$ cat src/rtl/knapsack_search_if.sv
// Handshake/result bundle for knapsack_search: request side, output slot and search results.
interface knapsack_search_if;
    logic        start;
    logic [7:0]  min_value;
    logic [7:0]  max_weight;
    logic        busy;
    logic        out_valid;
    logic        out_ready;
    logic [4:0]  out_sel;
    logic        done;
    logic [5:0]  count;
    logic [10:0] best_value;
    logic [4:0]  best_sel;

    modport master (
        output start, min_value, max_weight, out_ready,
        input  busy, out_valid, out_sel, done, count, best_value, best_sel
    );

    modport slave (
        input  start, min_value, max_weight, out_ready,
        output busy, out_valid, out_sel, done, count, best_value, best_sel
    );
endinterface

$ cat src/rtl/knapsack_search.sv
// Exhaustive 5-item knapsack search: streams every feasible selection in index order.
// Optional best-value tracking is enabled by defining KNAPSACK_BEST_TRACK_EN.
module knapsack_search #(
    parameter logic [7:0] V_A = 8'd4,
    parameter logic [7:0] V_B = 8'd2,
    parameter logic [7:0] V_C = 8'd2,
    parameter logic [7:0] V_D = 8'd1,
    parameter logic [7:0] V_E = 8'd10,
    parameter logic [7:0] W_A = 8'd12,
    parameter logic [7:0] W_B = 8'd1,
    parameter logic [7:0] W_C = 8'd2,
    parameter logic [7:0] W_D = 8'd1,
    parameter logic [7:0] W_E = 8'd4
) (
    input logic              clk,
    input logic              rst,
    knapsack_search_if.slave bus
);

    typedef enum logic [1:0] {IDLE, SCAN, DRAIN, DONE} state_t;

    state_t      state;
    logic [5:0]  idx;
    logic [7:0]  min_q;
    logic [7:0]  maxw_q;
    logic        busy_r;
    logic        done_r;
    logic        out_valid_r;
    logic [4:0]  out_sel_r;
    logic [5:0]  count_r;
    logic [4:0]  cand;
    logic [10:0] tot_v;
    logic [10:0] tot_w;
    logic        feasible;
    logic        slot_free;

    function automatic logic [10:0] pick(input logic bit_set, input logic [7:0] x);
        return bit_set ? {3'b000, x} : 11'd0;
    endfunction

    always_comb begin
        cand      = idx[4:0];
        tot_v     = pick(cand[0], V_A) + pick(cand[1], V_B) + pick(cand[2], V_C)
                  + pick(cand[3], V_D) + pick(cand[4], V_E);
        tot_w     = pick(cand[0], W_A) + pick(cand[1], W_B) + pick(cand[2], W_C)
                  + pick(cand[3], W_D) + pick(cand[4], W_E);
        feasible  = (tot_v >= {3'b000, min_q}) && (tot_w <= {3'b000, maxw_q});
        slot_free = !out_valid_r || bus.out_ready;
    end

`ifdef KNAPSACK_BEST_TRACK_EN
    logic [10:0] best_value_r;
    logic [4:0]  best_sel_r;

    always_ff @(posedge clk or posedge rst) begin
        if (rst) begin
            best_value_r <= '0;
            best_sel_r   <= '0;
        end else if (state == IDLE && bus.start) begin
            best_value_r <= '0;
            best_sel_r   <= '0;
        end else if (state == SCAN && !idx[5] && slot_free && feasible && tot_v > best_value_r) begin
            best_value_r <= tot_v;
            best_sel_r   <= cand;
        end
    end

    assign bus.best_value = best_value_r;
    assign bus.best_sel   = best_sel_r;
`else
    assign bus.best_value = '0;
    assign bus.best_sel   = '0;
`endif

    // idx[5] marks "all 32 candidates evaluated"; that cycle only retires the slot.
    always_ff @(posedge clk or posedge rst) begin
        if (rst) begin
            state       <= IDLE;
            idx         <= '0;
            min_q       <= '0;
            maxw_q      <= '0;
            busy_r      <= 1'b0;
            done_r      <= 1'b0;
            out_valid_r <= 1'b0;
            out_sel_r   <= '0;
            count_r     <= '0;
        end else begin
            case (state)
                IDLE: begin
                    if (bus.start) begin
                        state   <= SCAN;
                        busy_r  <= 1'b1;
                        idx     <= '0;
                        count_r <= '0;
                        min_q   <= bus.min_value;
                        maxw_q  <= bus.max_weight;
                    end
                end
                SCAN: begin
                    if (idx[5]) begin
                        state <= DRAIN;
                        if (bus.out_ready) out_valid_r <= 1'b0;
                    end else if (slot_free) begin
                        idx <= idx + 6'd1;
                        if (feasible) begin
                            out_sel_r   <= cand;
                            out_valid_r <= 1'b1;
                            count_r     <= count_r + 6'd1;
                        end else begin
                            out_valid_r <= 1'b0;
                        end
                    end
                end
                DRAIN: begin
                    if (slot_free) begin
                        state       <= DONE;
                        done_r      <= 1'b1;
                        out_valid_r <= 1'b0;
                    end
                end
                DONE: begin
                    state  <= IDLE;
                    busy_r <= 1'b0;
                    done_r <= 1'b0;
                end
                default: state <= IDLE;
            endcase
        end
    end

    assign bus.busy      = busy_r;
    assign bus.done      = done_r;
    assign bus.out_valid = out_valid_r;
    assign bus.out_sel   = out_sel_r;
    assign bus.count     = count_r;

endmodule
$ cat src/flat_wrapper.sv
// flat-port wrapper written by rule: the top's interface ports become plain ports
module knapsack_search_flat 
#(
    parameter logic [7:0] V_A = 8'd4,
    parameter logic [7:0] V_B = 8'd2,
    parameter logic [7:0] V_C = 8'd2,
    parameter logic [7:0] V_D = 8'd1,
    parameter logic [7:0] V_E = 8'd10,
    parameter logic [7:0] W_A = 8'd12,
    parameter logic [7:0] W_B = 8'd1,
    parameter logic [7:0] W_C = 8'd2,
    parameter logic [7:0] W_D = 8'd1,
    parameter logic [7:0] W_E = 8'd4
)
  (clk, rst, bus_start, bus_min_value, bus_max_weight, bus_out_ready, bus_busy, bus_out_valid, bus_out_sel, bus_done, bus_count, bus_best_value, bus_best_sel);
  knapsack_search_if bus_i ();
  input logic clk;
  input logic rst;
  input wire logic [$bits(bus_i.start)-1:0] bus_start;
  input wire logic [$bits(bus_i.min_value)-1:0] bus_min_value;
  input wire logic [$bits(bus_i.max_weight)-1:0] bus_max_weight;
  input wire logic [$bits(bus_i.out_ready)-1:0] bus_out_ready;
  output wire logic [$bits(bus_i.busy)-1:0] bus_busy;
  output wire logic [$bits(bus_i.out_valid)-1:0] bus_out_valid;
  output wire logic [$bits(bus_i.out_sel)-1:0] bus_out_sel;
  output wire logic [$bits(bus_i.done)-1:0] bus_done;
  output wire logic [$bits(bus_i.count)-1:0] bus_count;
  output wire logic [$bits(bus_i.best_value)-1:0] bus_best_value;
  output wire logic [$bits(bus_i.best_sel)-1:0] bus_best_sel;
  assign bus_i.start = bus_start;
  assign bus_i.min_value = bus_min_value;
  assign bus_i.max_weight = bus_max_weight;
  assign bus_i.out_ready = bus_out_ready;
  assign bus_busy = bus_i.busy;
  assign bus_out_valid = bus_i.out_valid;
  assign bus_out_sel = bus_i.out_sel;
  assign bus_done = bus_i.done;
  assign bus_count = bus_i.count;
  assign bus_best_value = bus_i.best_value;
  assign bus_best_sel = bus_i.best_sel;
  knapsack_search #(.V_A(V_A), .V_B(V_B), .V_C(V_C), .V_D(V_D), .V_E(V_E), .W_A(W_A), .W_B(W_B), .W_C(W_C), .W_D(W_D), .W_E(W_E)) u_core (.clk(clk), .rst(rst), .bus(bus_i));
endmodule
$ cat config.mk
export PLATFORM = sky130hd
export DESIGN_NAME = knapsack_search_flat
export DESIGN_NICKNAME = d
export VERILOG_FILES = /design/src/rtl/knapsack_search_if.sv /design/src/rtl/knapsack_search.sv /design/src/flat_wrapper.sv
export SDC_FILE = /design/constraint.sdc
export NUM_CORES = 1
export LEC_CHECK = 0
export BUFFER_PORTS_ARGS = -buffer_cell sky130_fd_sc_hd__buf_2
export CORE_ASPECT_RATIO = 1.1
export CORE_MARGIN = 4
export CORE_UTILIZATION = 30
export DETAILED_ROUTE_END_ITERATION = 16
export SLEW_MARGIN = 10
export SYNTH_ARGS = -nofsm -noshare
export SYNTH_HDL_FRONTEND = slang
export SYNTH_SLANG_ARGS = --single-unit
$ cat constraint.sdc
create_clock -name clk -period 2.7 [get_ports clk]
set_input_delay 0.135 -clock clk [delete_from_list [all_inputs] [get_ports clk]]
set_output_delay 0.135 -clock clk [all_outputs]
set_load 0.005 [all_outputs]
# Word-level counts from Yosys, hierarchy flattened
# Index checks and enable logic that the tools add are counted.
# totals
output_inout_bits,30
word_cells,81
in_bits,20
reg_bits,38
# classes
mux,30
n_lt_le_gt_ge,2
n_reduce_logical,17
eq_ne,11
addsub,10
bitwise_logic,1
# ops
op,count
$add 11x11->11,7
$mux 6,6
$pmux 6 s2,2
$add 6x1->6 const B,2
$reduce_and 4->1,3
$add 11x1->11,1
$ge 11x8->1,1
$le 11x8->1,1
$mux 2,5
$mux 1,9
$mux 4,2
$ne 2x1->1 const B,4
$pmux 2 s4,1
$reduce_and 2->1,4
$reduce_bool 2->1,4
$mux 3,2
$pmux 1 s2,3
$reduce_and 5->1,1
$eq 2x2->1 const B,2
$ne 2x2->1 const B,2
$ne 3x1->1 const B,1
$ne 3x3->1 const B,1
$reduce_and 3->1,1
$eq 2x1->1 const B,1
5 further kinds,5

# Depth between registers and ports, before layout
# Gate-level depths: netlist of run 1.
# depth
word_depth,11
ltp_mapped,13
ltp_nobuf,12

# Worst setup path before layout of run 1
# OpenSTA, ideal clock, no wires.
# synth_timing
path_kind,flip-flop to flip-flop
from,register u_core.idx[1]
to,"register u_core.out_sel_r[0], in the netlist u_core.bus.out_sel[0]"
stages_incl_launch_ff,11
arrival_ns,2.577
setup_slack_ns,-0.002
required_ns,2.575
synth_period_minus_slack_ns,2.702
path_cell_list,dfrtp_1 fa_1 ha_1 ha_1 ha_1 nand2_1 o21ai_2 nand3_1 or3_1 buf_6 mux2_4
# synth_between
elab_chain_len,8
word_cells_on_any_way,14
# synth_rtl
item,line,rtl
"start, declared",knapsack_search.sv:23,logic [5:0] idx;
"start signal, assigned",knapsack_search.sv:104,idx <= idx + 6'd1;
$mux 2 / $mux 1 (equally long branches),knapsack_search.sv:38,"return bit_set ? {3'b000, x} : 11'd0;"
"$add 11x11->11, on equally long branches (2 in series)","knapsack_search.sv:43, knapsack_search.sv:45",
$add 11x1->11 / $add 11x11->11 (equally long branches),"knapsack_search.sv:44, knapsack_search.sv:46",
"$add 11x11->11, on equally long branches","knapsack_search.sv:44, knapsack_search.sv:46",
$ge 11x8->1 / $le 11x8->1 (equally long branches),knapsack_search.sv:47,"feasible = (tot_v >= {3'b000, min_q}) && (tot_w <= {3'b000, maxw_q});"
$logic_and 1x1->1 *,knapsack_search.sv:47,
$reduce_and 4->1 (no source line) *,-,
"end signal, assigned",knapsack_search.sv:106,out_sel_r <= cand;
"end, declared",knapsack_search.sv:29,logic [4:0] out_sel_r;
# Every way passes the cells marked *; elsewhere a longest branch is shown, timed or not.
# A chain may end at the register's enable or synchronous reset.

# Final worst setup path of run 1
# layout_timing
from,register u_core.idx[4]
to,"register u_core.out_sel_r[2], in the netlist u_core.bus.out_sel[2]"
# layout_between
elab_chain_len,5
word_cells_on_any_way,8
# layout_rtl
item,line
$mux 4 / $mux 3 (equally long branches),knapsack_search.sv:38
"$add 11x11->11, on equally long branches","knapsack_search.sv:44, knapsack_search.sv:46"
$ge 11x8->1 / $le 11x8->1 (equally long branches),knapsack_search.sv:47
$logic_and 1x1->1 *,knapsack_search.sv:47
$reduce_and 4->1 (no source line) *,-
# Marks and branches as above.

==> impl_results.md, run 1 <==
* Status: complete, but fails checks
* Failing checks: negative setup slack
* Count of final setup violators at 1
* Minimum clock period at 2.70 ns
* Cells after Synth at 220
* Setup TNS at -0.00108 ns
* Clock buffer count from CTS at 5
* DIE WIDTH at 92.0 um
* Worst hold slack at about 0.063 ns
* Initial detailed-routing violation count at 44
* Rows at 33
* Top cells by area in the synthesized netlist: dfrtp_1, ha_1, mux2_2
* Initial Util at a little under a third
* Final worst-path cycle share at 100%
* CP Cell Sequence: fa_2 > ha_4 > ha_4 > ha_1 > nand2_2 > o21ai_2 > nand3_2 > or3_4 > mux2_4
* Gr ovfl total at 0
* Pre-CTS worst setup slack at -0.140 ns
* Netlist Area Pre-Place at 2330 um2
* Netlist cell types at 41
* WHS Endpoint: u_core.maxw_q[6]
* Vias per cell at 4.41
* RSZ-0062 raised after global routing: true
* Placer Congestion at 0.847
* Vias in the first global route at roughly 1800
* Grt met1 use at 14.1%
* Met3 GRT Util at 3.60%
* Met2 Use GR at 17.8%
* Worst-Margin Slew at 0.779 ns
* GRT Util Overall at 11.0%
* Hold path cells at 2
* Fmax at between 300 and 400 MHz
* Part of the Yosys area used for sequential elements at between 40% and 50%
* Count of final hold-check violations at 0
* Syn_area_per_cell at around 11 um2
* Worst skew pair latency at 0.29 ns
* Ports at 50
* HP Class: in2reg
* CP max stage cell: dfrtp_2
* Core area at 7510 um2
* CTS sink count at 38
* Detailed Route WL at 4690 um
* Tot Pwr at 0.00250 W
* Post-synth top area share at 40.9%
* Final #Nets at 317
* Area grow syn2layout at 25.4%
* CTS max path bufs at 2
* Largest fanout on the critical path at 5
* Post-synth ARST share at 100%
* CP top delay family: adder cells
* Clk_skew at 0.0118 ns
* Ys flop type: dfrtp_1
* Root Driver: clkbuf_8
* Sequential power share at a little under two fifths
* Yosys reg bits at 38
* ANT cells at 0
* Net Sw Power at 0.000912 W
* Post-detail-place hpwl at 3430 um
* Worst Path Buf+Inv at 0
* Vias at about 1700
* Leading area contributor after synthesis: dfrtp_1
* Die ar. at 9230 um2
* Worst setup EP type: flip-flop
* CTS H-tree depth at 2
* Worst hold start: bus_max_weight[6]
* Initial antenna violation count at 0
* DR pass1 iterations at 4
* CTS tree: built
* GR peak layer: met2
* FF-to-FF Start: u_core.idx[4]
* Ys Warns at 0
* P per Cell Area at 856 nW/um2
* Arr. time, crit path at 2.88 ns
* Maximum vdd drop at 0.000383 V
* Antenna Violating Nets Remaining at 0
* Cell depth of the worst setup path at 9
* Part of the power in combinational logic at 43.4%
* Terminus of the critical flop-to-flop path: u_core.bus.out_sel[2]
* Fin. max-slew vios at 0
* Share of cells above drive strength 1 at roughly two fifths
* P_leak at around 1.5 nW
* Max capacitance violation total at 0
* Relative slew slack at between 40% and 50%
* Pin count of the biggest net entering global routing at 39
* Residual DRC at 0
* CP required at 2.88 ns
* R2r setup slk at -0.001 ns
* Die H at ~100 um
* Clock network power share at 19.5%
* Fin worst setup slack at -0.00108 ns
* Internal power at 0.00159 W
* CP max stage delay at 0.45 ns
* Worst-path clk slew at approximately 0.090 ns
* Crit start category: flip-flop
* IO buf count at 33
* Number of synthesized flops with an enable pin at 0
* Crit path kind: reg2reg
* Final Util at between 30% and 40%
* Routed wire per std cell at 12.4 um
* First-pass GRT wire length at 8110 um
* R2R cell count at 9
* CP dominant cell by count: ha_4
* Switching share of total power at a little over a third
synthesized netlist by cell type (all sizes together), types with 3 or more instances:
master  count
dfrtp      38
ha         23
mux2       23
buf        19
nand2      18
inv        16
nor2       12
nand3       9
o21ai       7
a21oi       6
nand2b      4
nor3        4
xnor2       4
a21o        3
clkbuf      3
power groups by stage:
stage               clock network, W  logic, W  registers (W)
floorplan                          0  0.000736       0.000921
global placement                   0   0.00101       0.000931
detailed placement                 0   0.00103       0.000938
CTS                         0.000504   0.00109       0.000929
global route                0.000534   0.00125       0.000959
finish                      0.000487   0.00109       0.000926
stage by stage:
| step | instances | area, um2 |
|---|---|---|
| 2_1_floorplan | 235 | 2380 |
| 3_3_place_gp | 366 | 2630 |
| 3_5_place_dp | 366 | 2630 |
| 4_1_cts | 379 | 2900 |
| 5_1_grt | 379 | 2920 |
| 6_report | 379 | 2920 |
how the worst max path moves through the flow:
| stage | start | endpoint | slack (ns) |
|---|---|---|---|
| after floorplan | u_core.idx[1] | u_core.bus.out_sel[0] | -0.002 |
| after global placement | u_core.idx[1] | u_core.bus.count[0] | -0.1 |
| after detailed placement | u_core.idx[1] | u_core.bus.out_sel[2] | -0.14 |
| after CTS | u_core.idx[4] | u_core.bus.count[0] | 0.004 |
| after global routing | u_core.idx[4] | u_core.bus.count[0] | -0.11 |
| final | u_core.idx[4] | u_core.bus.out_sel[2] | -0.001 |
per-layer routing:
layer	up-vias	part of all wire, %	routed length (um)
li1	835	-	-
met1	792	46	2150
met2	43	48	2240
met3	2	5.5	260
met4	0	0.73	34
met5	-	0	0
worst register-to-register path: stages, from the launching register on:
cell,delay [ns]
dfrtp_2,0.45
fa_2,0.41
ha_4,0.18
ha_4,0.15
ha_1,0.30
nand2_2,0.06
o21ai_2,0.17
nand3_2,0.11
or3_4,0.44
mux2_4,0.31
cells by family (layout without fill, tap and decap cells):
| family | Yosys count | count (layout) | synth area share, % |
|---|---|---|---|
| xor gates and xnor gates | 5 | 5 | 1.88 |
| other | 1 | 16 | 0.161 |
| DFF | 38 | 38 | 40.9 |
| adders and majority gates | 24 | 24 | 13.2 |
| AOI/OAI and AO/OA | 31 | 31 | 8.98 |
| and+or+nand+nor | 58 | 58 | 12.5 |
| buffers and inverters | 38 | 77 | 9.41 |
| muxes | 25 | 25 | 13.0 |
cells in the final DEF, fill, tap and decap left out, drive strengths merged, types with 3 or more instances in the layout:
cell,n
clkbuf,5
o21ai,7
buf,52
nand2,18
nor2,12
xnor2,4
ha,23
inv,16
a21o,3
dfrtp,38
a21oi,6
mux2,23
nor3,4
nand2b,4
nand3,9
conb,16
registers in the layout (all words and copies together), names as in the netlist:
name and count:
u_core.bus.done 1, u_core.bus.out_valid 1, u_core.state 2, u_core.maxw_q 8
u_core.bus.out_sel 5, u_core.min_q 8, u_core.bus.count 6, u_core.bus.busy 1
u_core.idx 6
final cells by class:
| class | count | area [um2] |
|---|---|---|
| sequential | 38 | 952 |
| inverter | 16 | 60.1 |
| multi-input combinational | 159 | 1350 |
| tap | 105 | 131 |
| fill | 761 | 4600 |
| timing repair buffer | 53 | 322 |
| clock buffer | 5 | 68.8 |
| clock inverter | 3 | 40.0 |
timing repair:
item | 4_1_cts | 5_1_grt
pin swaps | 14 | 5
hold buffers | 1 | 0
gates resized for setup | 20 | 4
setup buffers | 4 | 0
endpoints found under the setup margin | 8 | 11
endpoints found under the hold margin | 38 | 0
Power figures use the tool's default switching activity.
==> run 2: changes to the inputs <==
--- a/config.mk
+++ b/config.mk
@@ -10,6 +10,7 @@
 export CORE_MARGIN = 4
 export CORE_UTILIZATION = 30
 export DETAILED_ROUTE_END_ITERATION = 16
+export RECOVER_POWER = 50
 export SLEW_MARGIN = 10
 export SYNTH_ARGS = -nofsm -noshare
 export SYNTH_HDL_FRONTEND = slang
==> run 2 against run 1 <==
The flow still finishes with violations (negative setup slack). Non-clock buffer count unchanged. Critical path depth is the same. Via count grew 0.18%. Combinational power barely moved. Routed wire length barely moved.
==> impl_results.md, run 2 (synthesis results as in run 1) <==
* Status: complete, but fails checks
* Failing checks: negative setup slack
* CP required at 2.88 ns (about the same)
* Routed wire per std cell at 12.4 um (about the same)
* Detailed Route WL at 4690 um (about the same)
* Count of final hold-check violations at 0 (unchanged)
* Fin. max-slew vios at 0 (unchanged)
* Area grow syn2layout at 25.3%
* Largest fanout on the critical path at 5 (unchanged)
* Relative slew slack at 35.5% (-12 points)
* Vias at 1675 (+0.18%)
* Placed Instance Area at 2630 um2 (unchanged)
* GR peak layer: met2
* Worst hold slack at 0.0635 ns (unchanged)
* Largest registers: u_core.maxw_q (8), u_core.min_q (8)
* Worst skew pair latency at 0.29 ns (about the same)
* Final #Nets at 317 (unchanged)
* CP max stage cell: dfrtp_2
* Final Util at 38.8% (-0.050 points)
* P_leak at 1.48 nW (-0.23%)
* CP max stage delay at 0.45 ns (about the same)
* Final instance area at 2920 um2 (-0.13%)
* P per Cell Area at 856 nW/um2 (about the same)
* Tot Pwr at 0.00250 W (about the same)
* Post-detail-place hpwl at 3430 um (unchanged)
* Worst-Margin Slew at 0.967 ns (+0.188 ns)
* Ports at 50 (unchanged)
* Clk_skew at 0.0118 ns (-0.0000187 ns)
* CTS tree: built
* ANT cells at 0 (unchanged)
* CP Cell Sequence: fa_2 > ha_4 > ha_4 > ha_1 > nand2_2 > o21ai_2 > nand3_2 > or3_4 > mux2_4
* Commonest non-fill, non-tap cell in the layout: dfrtp_1
* Rows at 33 (unchanged)
* CTS sink count at 38 (unchanged)
* Number of fill cells at 763 (+0.26%)
* Vias in the first global route at 1752 (unchanged)
* Fmax at 370 MHz (unchanged)
* CTS H-tree depth at 2 (unchanged)
* GRT Util Overall at 11.0% (unchanged)
* CP top delay family: adder cells
* DIE WIDTH at 92.0 um (unchanged)
* Pin count of the biggest net entering global routing at 39 (unchanged)
* Die ar. at 9230 um2 (unchanged)
* First-pass GRT wire length at 8110 um (unchanged)
* RSZ-0062 raised after global routing: true
* Gr ovfl total at 0 (unchanged)
* Max capacitance violation total at 0 (unchanged)
* Root Driver: clkbuf_8
* Crit start category: flip-flop
* CP dominant cell by count: ha_4
* HP Class: in2reg
* Met3 GRT Util at 3.60% (unchanged)
* Count of final setup violators at 1 (unchanged)
* Most frequent cells in the layout: dfrtp_1, buf_2, nand2_1, mux2_2, buf_4
* Minimum clock period at 2.70 ns (unchanged)
* Fin worst setup slack at -0.00108 ns (unchanged)
* Grt met1 use at 14.1% (unchanged)
* Worst setup EP type: flip-flop
* Die H at 100 um (unchanged)
* Clock buffer count from CTS at 5 (unchanged)
* Arr. time, crit path at 2.88 ns (about the same)
* Maximum vdd drop at 0.000383 V (about the same)
* IO buf count at 33 (unchanged)
* Worst-path clk slew at 0.09 ns (about the same)
* Residual DRC at 0 (unchanged)
* Post-Layout Cell Count at 379 (unchanged)
* Core area at 7510 um2 (unchanged)
* Initial Util at 31.0% (unchanged)
* Vias per cell at 4.42 (+0.18%)
* Crit path kind: reg2reg
* Worst Path Buf+Inv at 0 (unchanged)
* DR pass1 iterations at 4 (unchanged)
* Share of cells above drive strength 1 at 38.3% (-0.36 points)
* Met2 Use GR at 17.8% (unchanged)
* Antenna Violating Nets Remaining at 0 (unchanged)
* Placer Congestion at 0.847 (unchanged)
* Initial detailed-routing violation count at 44 (unchanged)
* CTS max path bufs at 2 (unchanged)
* Final worst-path cycle share at 100% (unchanged)
* Initial antenna violation count at 0 (unchanged)
* # placed instances at 366 (unchanged)
-- run 2: cell types whose count changed in the layout (fill, tap and decap cells not counted) --
cell	delta
clkbuf_1	+1
buf_2	-1
clkbuf_2	+1
buf_4	-1
-- run 2: worst paths after layout --
check	start	to	slack (ns)	cells after the start
worst max register to register	u_core.idx[4]	u_core.bus.out_sel[2]	-0.001	9
max in group asynchronous	rst	u_core.idx[4]	1.37	4
worst min register to register	u_core.bus.busy	u_core.bus.busy	0.48	2
min in group asynchronous	rst	u_core.min_q[1]	0.67	4
worst max-delay path	u_core.idx[4]	u_core.bus.out_sel[2]	-0.001	9
worst min-delay path	bus_max_weight[6]	u_core.maxw_q[6]	0.06	2
-- run 2: worst reg2reg max path, stage by stage, from the launching register on --
cell and delay, ns:
dfrtp_2 0.45, fa_2 0.41, ha_4 0.18, ha_4 0.15, ha_1 0.30, nand2_2 0.06, o21ai_2 0.17, nand3_2 0.11
or3_4 0.44, mux2_4 0.31
-- run 2: through the flow --
step / setup slack, ns / TNS [ns]
final: -0.00108 / -0.00108
after global routing: -0.115 / -0.715
after CTS: 0.00364 / 0
after detailed placement: -0.140 / -0.804
after global placement: -0.0996 / -0.573
after floorplan: -0.00243 / -0.0122
-- run 2: area by class of cell --
| class | count | area, um2 | area share (%) |
|---|---|---|---|
| clock buffer | 5 | 68.8 | 2.36 |
| clock inverter | 3 | 40.0 | 1.37 |
| inverter | 16 | 60.1 | 2.06 |
| multi-input combinational | 159 | 1350 | 46.1 |
| sequential | 38 | 952 | 32.7 |
| tap | 105 | 131 | 4.51 |
| timing repair buffer | 53 | 318 | 10.9 |
-- run 2: layer usage --
| metal | wire (um) | share of wire, % |
|---|---|---|
| met1 | 2150 | 46 |
| met2 | 2250 | 48 |
| met3 | 260 | 5.5 |
| met4 | 34 | 0.73 |
| met5 | 0 | 0 |
-- run 2: what timing repair did --
action | 4_1_cts | 5_1_grt
endpoints found under the hold margin | 38 | 0
pin swaps | 14 | 5
setup buffers | 4 | 0
hold buffers | 1 | 0
setup endpoints to repair | 8 | 11
resized for setup | 20 | 4
-- run 2: power by group --
part | internal, W | total [W] | leakage [nW] | switching [W]
combinational | 0.000538 | 0.00108 | 0.940 | 0.000544
clock | 0.000272 | 0.000487 | 0.0579 | 0.000215
sequential | 0.000773 | 0.000926 | 0.484 | 0.000153
total | 0.00158 | 0.00250 | 1.48 | 0.000913
==> run 3: changes to the inputs <==
==> constraint.sdc (replaced) <==
create_clock -name clk -period 2.4 [get_ports clk]
set_input_delay 0.12 -clock clk [delete_from_list [all_inputs] [get_ports clk]]
set_output_delay 0.12 -clock clk [all_outputs]
set_load 0.005 [all_outputs]
==> run 3 against run 2 <==
Final area is 0.64% lower. Highest routed layer unchanged. The run still ends with negative setup slack left. Critical endpoint is now u_core.bus.count[0]. Routed wire length is 0.17% higher. Largest power group unchanged. Sequential power is 13% higher. Non-clock buffer count is 1 higher. Critical path type unchanged. Via count is 0.84% higher. First-iteration DRC count is 55% higher. Register-to-register slack worse by 0.27 ns. Combinational power is 15% higher. Final cell count is 0.26% higher.
==> impl_results.md, run 3 (synthesis results as in run 1) <==
* Maximum vdd drop at 0.000310 V (-19%)
* Terminus of the critical flop-to-flop path: u_core.bus.count[0]
* Die ar. at 9230 um2 (unchanged)
* Most frequent cells in the layout: dfrtp_1, buf_2, nand2_1, mux2_2
* CTS tree: built
* Rows at 33 (unchanged)
* Tot Pwr at 0.00275 W (+10%)
* Sequential cell area at 953 um2 (+0.13%)
* Residual DRC at 0 (unchanged)
* CTS max path bufs at 2 (unchanged)
* HP Class: in2reg
* Largest fanout on the critical path at 7 (+2)
* Minimum clock period at 2.67 ns (-0.0315 ns)
* FF-to-FF Start: u_core.idx[1]
* Clk_skew at 0.00580 ns (-0.00602 ns)
* R2R cell count at 10 (+1)
* Final Util at 38.5% (-0.25 points)
* CTS H-tree depth at 2 (unchanged)
* Hold path cells at 2 (unchanged)
* Clock buffer count from CTS at 5 (unchanged)
* CP Cell Sequence: ha_2 > ha_1 > a21o_1 > ha_4 > nand3_2 > o21bai_1 > a31o_1 > and4b_2 > mux2_4 > a22o_1
* Crit start category: flip-flop
* DIE WIDTH at 92.0 um (unchanged)
* Arr. time, crit path at 2.85 ns (-0.03 ns)
* Initial Util at 31.0% (unchanged)
* Ports at 50 (unchanged)
* Worst hold slack at 0.0569 ns (-0.00656 ns)
* Worst setup EP type: flip-flop
* R2r setup slk at -0.27 ns (-0.27 ns)
* Max capacitance violation total at 0 (unchanged)
* GRT Util Overall at 10.6% (-0.37 points)
* Fmax at 375 MHz (+1.2%)
* Root Driver: clkbuf_8
* Vias per cell at 4.44 (+0.57%)
* Die H at 100 um (unchanged)
* IO buf count at 33 (unchanged)
* Area grow syn2layout at 24.5%
* Area of the multi-input gates at 1330 um2 (-0.93%)
* Worst skew pair latency at 0.29 ns (about the same)
* WHS Endpoint: u_core.maxw_q[2]
* Final #Nets at 318 (+0.32%)
* Largest registers: u_core.maxw_q (8), u_core.min_q (8)
* CTS sink count at 38 (unchanged)
* Gr ovfl total at 0 (unchanged)
* # placed instances at 368 (+0.55%)
* Count of final hold-check violations at 0 (unchanged)
* Fin worst setup slack at -0.270 ns (-0.268 ns)
* Number of fill cells at 767 (+0.52%)
* Worst-path clk slew at 0.08 ns (about the same)
* P_leak at 1.45 nW (-2.0%)
* RSZ-0062 raised after global routing: true
* CP required at 2.58 ns (-0.30 ns)
* Post-Layout Cell Count at 380 (+0.26%)
* Share of cells above drive strength 1 at 36.4% (-2.0 points)
* Vias in the first global route at 1665 (-5.0%)
* Initial detailed-routing violation count at 68 (+55%)
* Vias at 1689 (+0.84%)
* Worst hold start: bus_max_weight[2]
* CP max stage delay at 0.43 ns (-0.02 ns)
* P per Cell Area at 951 nW/um2 (+11%)
* Crit path kind: reg2reg
* Routed wire per std cell at 12.4 um (about the same)
* ANT cells at 0 (unchanged)
* Final worst-path cycle share at 111% (+11 points)
* Worst-Margin Slew at 0.952 ns (-0.0150 ns)
* Worst Path Buf+Inv at 0 (unchanged)
* Antenna Violating Nets Remaining at 0 (unchanged)
* CP top delay family: compound AO/OA/AOI/OAI gates
* Fin. max-slew vios at 0 (unchanged)
* Count of final setup violators at 12 (+11)
* Post-detail-place hpwl at 3540 um (+3.2%)
* Initial antenna violation count at 0 (unchanged)
* Placer Congestion at 0.774 (-8.6%)
* Status: complete, but fails checks
* DR pass1 iterations at 4 (unchanged)
* CP max stage cell: dfrtp_1
* Core area at 7510 um2 (unchanged)
* Pin count of the biggest net entering global routing at 39 (unchanged)
* Relative slew slack at 36.5% (+1.0 points)
* Failing checks: negative setup slack
* Commonest non-fill, non-tap cell in the layout: dfrtp_1
* First-pass GRT wire length at 7710 um (-4.8%)
* Detailed Route WL at 4690 um (+0.17%)
==> run 3: worst register-to-register path: cells and delay by family (launching register included) <==
kind            cells  cell delay, ns
simple gates        2            0.35
compound gates      4            0.75
flops               1            0.43
mux                 1            0.31
fa+ha+maj           3            0.70
==> run 3: power breakdown <==
part	switching [W]	internal (W)
sequential	0.000179	0.000871
clock	0.000227	0.000232
combinational	0.000615	0.000629
==> run 3: worst max-delay path by stage <==
stage,start,end,slack (ns),depth (start not counted)
global route,u_core.idx[4],u_core.bus.count[0],-0.39,12
floorplan,u_core.idx[4],u_core.bus.count[0],-0.24,10
detailed placement,u_core.idx[4],u_core.bus.out_sel[4],-0.40,12
CTS,u_core.idx[4],u_core.bus.out_sel[1],-0.29,12
global placement,u_core.idx[1],u_core.bus.out_sel[1],-0.35,10
finish,u_core.idx[1],u_core.bus.count[0],-0.27,10
==> run 3: per-layer routing <==
metal	routed length (um)	global-route usage, %	vias to the layer above
met5	0	0	-
met4	54	3.77	0
met3	211	3.00	4
met2	2360	17.9	31
met1	2070	13.0	816
li1	-	-	838
==> run 3: through the flow <==
step           worst slack [ns]  area [um2]  setup TNS, ns
5_1_grt                  -0.394        2900          -4.06
3_5_place_dp             -0.401        2680          -3.45
4_1_cts                  -0.286        2870          -2.47
3_3_place_gp             -0.353        2680          -2.97
2_1_floorplan            -0.245        2410          -1.73
6_report                 -0.270        2900          -2.46
==> run 3: cell type report <==
type	instances	share of cell area [%]
sequential	38	32.9
multi-input combinational	159	46.0
clock buffer	7	2.98
timing repair buffer	54	11.3
inverter	16	2.07
tap	105	4.54
clock inverter	1	0.173
==> run 3: timing repair <==
item | in CTS | in global routing
hold buffers | 1 | 0
buffers inserted | 1 | 2
pin swaps | 17 | 6
resized for setup | 11 | 4
setup endpoints to repair | 12 | 12
endpoints found under the hold margin | 38 | 0
